--- src/rtl/muldiv_pkg.sv ---
// Shared types and constants for the iterative RV64M multiply/divide unit.
package muldiv_pkg;

    typedef enum logic [2:0] {
        OP_MUL    = 3'b000,
        OP_MULH   = 3'b001,
        OP_MULHSU = 3'b010,
        OP_MULHU  = 3'b011,
        OP_DIV    = 3'b100,
        OP_DIVU   = 3'b101,
        OP_REM    = 3'b110,
        OP_REMU   = 3'b111
    } muldiv_op_e;

    typedef enum logic [2:0] {
        S_IDLE,
        S_PREP,
        S_ITER,
        S_FIX,
        S_DONE
    } muldiv_state_e;

    localparam int W32        = 32;
    localparam int OP_DIV_BIT = 2;

    function automatic logic signed_a(input muldiv_op_e op);
        return op inside {OP_MUL, OP_MULH, OP_MULHSU, OP_DIV, OP_REM};
    endfunction

    function automatic logic signed_b(input muldiv_op_e op);
        return op inside {OP_MUL, OP_MULH, OP_DIV, OP_REM};
    endfunction

endpackage

--- src/rtl/muldiv_special.sv ---
// Divide-by-zero and signed-overflow detection with the architectural
// result for those cases, evaluated on the effective (word or full) operands.
module muldiv_special
    import muldiv_pkg::*;
#(
    parameter int N = 64
) (
    input  logic         word,
    input  muldiv_op_e   op,
    input  logic [N-1:0] a,
    input  logic [N-1:0] b,
    output logic         special,
    output logic [N-1:0] value
);

    logic [N-1:0] dividend;
    logic         div_zero;
    logic         overflow;
    logic         is_signed;
    logic         is_rem;

    always_comb begin
        is_signed = (op == OP_DIV) || (op == OP_REM);
        is_rem    = (op == OP_REM) || (op == OP_REMU);
        if (word) begin
            dividend = N'($signed(a[W32-1:0]));
            div_zero = (b[W32-1:0] == '0);
            overflow = is_signed && (a[W32-1:0] == 32'h8000_0000)
                       && (b[W32-1:0] == '1);
        end else begin
            dividend = a;
            div_zero = (b == '0);
            overflow = is_signed && (a == {1'b1, {(N-1){1'b0}}})
                       && (b == '1);
        end
        special = op[OP_DIV_BIT] && (div_zero || overflow);
        if (div_zero) begin
            value = is_rem ? dividend : '1;
        end else begin
            value = is_rem ? '0 : dividend;
        end
    end

endmodule

--- src/rtl/muldiv_unit.sv ---
// Iterative RV64M multiply/divide: radix-2 shift-add multiply and
// restoring divide, one bit per cycle, with start/ready/done handshake.
module muldiv_unit
    import muldiv_pkg::*;
#(
    parameter int N = 64
) (
    input  logic         clk,
    input  logic         reset,
    input  logic         start,
    input  logic         flush,
    input  logic [2:0]   op,
    input  logic         word,
    input  logic [N-1:0] rs1_data,
    input  logic [N-1:0] rs2_data,
    input  logic [4:0]   rd_in,
    output logic         ready,
    output logic         done,
    output logic [N-1:0] result,
    output logic [4:0]   rd_out
);

    localparam int CW = 7;

    muldiv_state_e  state;
    muldiv_state_e  state_n;
    muldiv_op_e     op_q;
    logic           word_q;
    logic [N-1:0]   a_q;
    logic [N-1:0]   b_q;
    logic [N-1:0]   opa;
    logic [2*N-1:0] mcand;
    logic [2*N-1:0] acc;
    logic           neg_s;
    logic           neg_r;
    logic [CW-1:0]  cnt;

    logic           special;
    logic [N-1:0]   special_value;
    logic           is_div;

    logic [N-1:0]   a_ext;
    logic [N-1:0]   b_ext;
    logic [N-1:0]   a_mag;
    logic [N-1:0]   b_mag;
    logic           a_neg;
    logic           b_neg;

    logic [N:0]     rem_sh;
    logic [N-1:0]   rem_sub;
    logic           rem_ge;

    logic [2*N-1:0] prod;
    logic [N-1:0]   quo;
    logic [N-1:0]   rem;
    logic [N-1:0]   full;
    logic [N-1:0]   fixed;

    assign is_div = op_q[OP_DIV_BIT];
    assign ready  = (state == S_IDLE);
    assign done   = (state == S_DONE);

    muldiv_special #(.N(N)) u_special (
        .word    (word_q),
        .op      (op_q),
        .a       (a_q),
        .b       (b_q),
        .special (special),
        .value   (special_value)
    );

    // Operand conditioning: width select, extension, magnitude.
    always_comb begin
        if (word_q) begin
            if (signed_a(op_q)) a_ext = N'($signed(a_q[W32-1:0]));
            else                a_ext = N'(a_q[W32-1:0]);
            if (signed_b(op_q)) b_ext = N'($signed(b_q[W32-1:0]));
            else                b_ext = N'(b_q[W32-1:0]);
        end else begin
            a_ext = a_q;
            b_ext = b_q;
        end
        a_neg = signed_a(op_q) && a_ext[N-1];
        b_neg = signed_b(op_q) && b_ext[N-1];
        a_mag = a_neg ? -a_ext : a_ext;
        b_mag = b_neg ? -b_ext : b_ext;
    end

    always_comb begin
        rem_sh  = {acc[N-1:0], opa[N-1]};
        rem_ge  = (rem_sh >= {1'b0, mcand[N-1:0]});
        rem_sub = rem_sh[N-1:0] - mcand[N-1:0];
    end

    always_comb begin
        prod = neg_s ? -acc : acc;
        quo  = neg_s ? -opa : opa;
        rem  = neg_r ? -acc[N-1:0] : acc[N-1:0];
        unique case (op_q)
            OP_MUL:                       full = prod[N-1:0];
            OP_MULH, OP_MULHSU, OP_MULHU: full = word_q ? prod[N-1:0]
                                                        : prod[2*N-1:N];
            OP_DIV, OP_DIVU:              full = quo;
            default:                      full = rem;
        endcase
        if (word_q) fixed = N'($signed(full[W32-1:0]));
        else        fixed = full;
    end

    always_comb begin
        state_n = state;
        unique case (state)
            S_IDLE: if (start) state_n = S_PREP;
            S_PREP: state_n = (is_div && special) ? S_DONE : S_ITER;
            S_ITER: if (cnt == CW'(1)) state_n = S_FIX;
            S_FIX:  state_n = S_DONE;
            S_DONE: state_n = S_IDLE;
            default: state_n = S_IDLE;
        endcase
        if (flush) state_n = S_IDLE;
    end

    always_ff @(posedge clk or posedge reset) begin
        if (reset) state <= S_IDLE;
        else       state <= state_n;
    end

    always_ff @(posedge clk or posedge reset) begin
        if (reset) begin
            op_q   <= OP_MUL;
            word_q <= 1'b0;
            a_q    <= '0;
            b_q    <= '0;
            rd_out <= '0;
            opa    <= '0;
            mcand  <= '0;
            acc    <= '0;
            neg_s  <= 1'b0;
            neg_r  <= 1'b0;
            cnt    <= '0;
            result <= '0;
        end else if (!flush) begin
            unique case (state)
                S_IDLE: begin
                    if (start) begin
                        op_q   <= muldiv_op_e'(op);
                        word_q <= (N == 64) && word;
                        a_q    <= rs1_data;
                        b_q    <= rs2_data;
                        rd_out <= rd_in;
                    end
                end
                S_PREP: begin
                    neg_s <= a_neg ^ b_neg;
                    neg_r <= a_neg;
                    cnt   <= word_q ? CW'(W32) : CW'(N);
                    acc   <= '0;
                    mcand <= {{N{1'b0}}, b_mag};
                    if (is_div) begin
                        // Align the word dividend so its MSB is shifted out first.
                        opa <= word_q ? (a_mag << W32) : a_mag;
                        if (special) result <= special_value;
                    end else begin
                        opa <= a_mag;
                    end
                end
                S_ITER: begin
                    cnt <= cnt - CW'(1);
                    if (is_div) begin
                        acc <= {{N{1'b0}},
                                rem_ge ? rem_sub : rem_sh[N-1:0]};
                        opa <= {opa[N-2:0], rem_ge};
                    end else begin
                        if (opa[0]) acc <= acc + mcand;
                        mcand <= mcand << 1;
                        opa   <= opa >> 1;
                    end
                end
                S_FIX: result <= fixed;
                default: ;
            endcase
        end
    end

endmodule

--- config.mk ---
export PLATFORM = sky130hd
export DESIGN_NAME = muldiv_unit
export DESIGN_NICKNAME = d
export VERILOG_FILES = /design/src/rtl/muldiv_pkg.sv /design/src/rtl/muldiv_special.sv /design/src/rtl/muldiv_unit.sv
export SDC_FILE = /design/constraint.sdc
export NUM_CORES = 2
export LEC_CHECK = 0
export CAP_MARGIN = 20
export CORE_MARGIN = 1
export CORE_UTILIZATION = 35
export CTS_BUF_LIST = sky130_fd_sc_hd__clkbuf_16
export CTS_CLUSTER_DIAMETER = 200
export DETAILED_ROUTE_END_ITERATION = 8
export PLACE_DENSITY = 0.61
export SYNTH_ARGS = -nofsm -noshare
export SYNTH_HDL_FRONTEND = slang
export SYNTH_SLANG_ARGS = --single-unit
--- constraint.sdc ---
create_clock -name clk -period 56.9 [get_ports clk]
set_clock_uncertainty 0.15 [all_clocks]
set_input_delay 11.38 -clock clk [delete_from_list [all_inputs] [get_ports clk]]
set_output_delay 11.38 -clock clk [all_outputs]
set_load 0.1 [all_outputs]
==> results.py <==
metrics = {
    "cts": {
        "h-tree-depth": 2,
        "cts-root-buf": "clkbuf_16",
        "cts_setup_buffers": 0,
        "ctsHoldBuffers": 0,
        "clkTransAtPathRegs_ns": 0.06,
        "clock_sinks": 533,
        "cts_buffers": 61,
        "clkLatencyLatePin_ns": 0.71,
        "cts_buffer_depth": 3,
        "cts_tree": "yes",
        "cts-resized-gates": 0,
    },
    "final_layout": {
        "drive_gt1_share_pct": 7.48,
        "postLayoutCoreUtil_pct": 39.9,
        "area.growth.synth_to_final_pct": 12.6,
        "nets": 6000,
        "final_common_cell": "nand2_1",
        "mostFrequentLayoutCells": "nand2_1 (649), a21oi_1 (565), dfrtp_1 (529)",
        "finalNonFillerCells": 7442,
        "stdcell_area_mm2": 0.0512,
        "fillers": 13100,
    },
    "synthesis": {
        "synth-edff-count": 0,
        "synth-seq-cells": 533,
        "syn_nets": 6040,
        "async_reset_ff_share_pct": 100,
        "syn_inst": 5699,
        "syn_area_mm2": 0.0455,
        "ys_warn_count": 0,
        "syn_area_per_cell_um2": 7.98,
        "ys.flop_type": "dfrtp_1",
        "ys_types": 95,
        "yosysTopAreaCellShare_pct": 29.3,
        "synth-seq-area-share_pct": 29.3,
        "synth_top_cells_by_area": "dfrtp_1 (29%), a21oi_1 (6.2%), o21ai_0 (5.6%)",
        "yosysTopAreaCell": "dfrtp_1",
    },
    "sta": {
        "worst_pin_slew_ns": 1.32,
        "relSlewSlack_pct": 12.0,
        "rsz0062_at_grt": "false",
        "setup-violations-final": 0,
        "tns_ns": 0,
        "fmaxAchievable_ghz": 0.0684,
        "slew_violations": 0,
        "layout_min_cycle_time_ns": 14.62,
        "hold_ws_ns": 0.335,
        "final_hold_viol_count": 0,
        "finalCritPeriodShare_pct": 25.7,
    },
    "floorplanning": {
        "die-width_um": 362,
        "core.rowCount": 131,
        "die_h_um": 362,
        "coreArea_mm2": 0.128,
        "initial_core_util_pct": 35.5,
        "die_area_mm2": 0.131,
        "pin_count": 212,
    },
    "critical_path": {
        "r2r_end": "acc[126]$_DFFE_PP0P_",
        "reg2reg_slack_ns": 50.82,
        "start_kind": "primary input",
        "r2r_start": "acc[0]$_DFFE_PP0P_",
        "crit_required_ns": 57.35,
        "critPathArrivalTime_ns": 15.07,
        "crit_top_cell": "buf_4",
        "r2r_cells": 16,
        "path_cells": "clkdlybuf4s50_1 -> nand2b_1 -> nand2_1 -> buf_4 -> nand2_4 -> buf_4 -> buf_4 -> a222oi_1 -> o21ai_0",
        "crit_fanout": 65,
        "worstSetupPathType": "primary input to register",
        "end_kind": "register",
        "max_stage_delay_ns": 0.76,
        "startpoint": "flush",
        "endpoint": "acc[41]$_DFFE_PP0P_",
        "cp_slowest_cell": "clkdlybuf4s50_1",
    },
    "route": {
        "ant_nets": 0,
        "route.detailed.drc": 0,
        "viasPerCell": 6.10,
        "drtIter0Drc": 5492,
        "finalWirelength_mm": 184,
        "dr_total_vias": 45400,
        "routedWlPerCell_um": 24.7,
        "drtPass1Iterations": 8,
    },
    "global_route": {
        "grt_use_total_pct": 27.0,
        "gr-total-overflow": 0,
        "grt_max_degree": 124,
        "grt_antenna_before_repair": 8,
        "grt_pass1_wl_mm": 274,
        "grt_pass1_vias": 42000,
    },
    "run_status": {
        "status": "complete, no violations",
    },
    "placed_design": {
        "dpl-instance-area_mm2": 0.0490,
        "place_hpwl_mm": 140,
        "dp_cells": 7321,
        "port_buffers": 211,
        "gp_congestion": 1.06,
    },
    "pwr": {
        "irDropWorstVdd_uv": 32.5,
        "powerDensity_mw_per_mm2": 56.8,
        "p_leak_nw": 21.2,
    },
    "hold_path": {
        "hp-class": "register to register",
    },
    "flow_run": {
        "cap_viol_max_count": 0,
    },
}
==> state kept, by name (all words and copies together) (netlist names) <==
register,cells
a_q,64
acc,128
b_q,64
cnt,7
mcand,128
neg_r,1
neg_s,1
op_q,3
opa,64
rd_out,5
result,64
state,3
word_q,1
==> stage by stage <==
stage	power [mW]	setup WS [ns]
after global routing	3.06	42.10
after CTS	2.85	42.40
after global placement	2.40	41.78
after detailed placement	2.41	41.66
after floorplan	1.85	30.47
final	2.91	42.28
==> critical path, delay by kind of cell <==
| family | cells | cell delay (ns) |
|---|---|---|
| AO/OA/AOI/OAI | 2 | 0.37 |
| AND/OR/NAND/NOR | 3 | 0.83 |
| buffers and inverters | 4 | 2.36 |
==> report_power, final <==
part	internal, mW	switching, mW	total (mW)
Clock	0.250	0.180	0.431
Combinational	0.617	1.17	1.79
Sequential	0.478	0.210	0.688
Total	1.35	1.56	2.91
==> routing by layer <==
layer  wire length (um)  track usage [%]
met1              79800             37.9
met2              78100             40.3
met3              18300             6.19
met4               7250             9.65
met5                 88                0
==> worst min path at each step <==
| stage | from | endpoint | slack (ns) | depth (start not counted) |
|---|---|---|---|---|
| final | result[52]$_DFFE_PP0P_ | result[52]$_DFFE_PP0P_ | 0.33 | 2 |
| after global routing | result[5]$_DFFE_PP0P_ | result[5]$_DFFE_PP0P_ | 0.35 | 1 |
| after CTS | result[5]$_DFFE_PP0P_ | result[5]$_DFFE_PP0P_ | 0.34 | 1 |
| after detailed placement | result[5]$_DFFE_PP0P_ | result[5]$_DFFE_PP0P_ | 0.32 | 1 |
| after global placement | result[12]$_DFFE_PP0P_ | result[12]$_DFFE_PP0P_ | 0.31 | 1 |
| after floorplan | a_q[56]$_DFFE_PP0P_ | a_q[56]$_DFFE_PP0P_ | 0.34 | 1 |
==> cell type report <==
| type | instances | area, um2 | share of cell area [%] |
|---|---|---|---|
| diodes | 2 | 5.00 | 0.00978 |
| clock buffers | 61 | 1530 | 2.98 |
| clock inverters | 54 | 618 | 1.21 |
| inverters | 157 | 597 | 1.17 |
| multi-input cells | 4596 | 30000 | 58.7 |
| flip-flops and latches | 533 | 13400 | 26.1 |
| well taps | 1729 | 2160 | 4.23 |
| repair buffers | 310 | 2890 | 5.64 |
==> synth_stat cells, drive strengths merged, types with 43 or more instances <==
master,n
nand2,653
a21oi,565
o21ai,540
dfrtp,533
nor2,383
clkbuf,365
xnor2,263
xor2,226
ha,198
inv,157
mux2,152
a21o,103
nor3,101
o31ai,97
nand4,87
mux2i,85
a22oi,82
a22o,73
nand3,68
or3,68
a211oi,58
a221oi,49
nor4,49
o41ai,49
buf,48
nand2b,48
a31oi,43
o211ai,43
==> logic make-up (layout without fill, tap and decap cells) <==
logic type / Yosys count / in the layout / synth area share [%]
xor+xnor: 489 / 489 / 9.42
compound gates: 2002 / 2002 / 27.9
simple gates: 1668 / 1668 / 17.4
fa+ha+maj: 200 / 200 / 5.54
mux: 237 / 237 / 5.64
flops: 533 / 533 / 29.3
other cells: 0 / 2 / 0
buf+inv: 570 / 582 / 4.79
No activity file was read; power rests on OpenSTA's default activity.
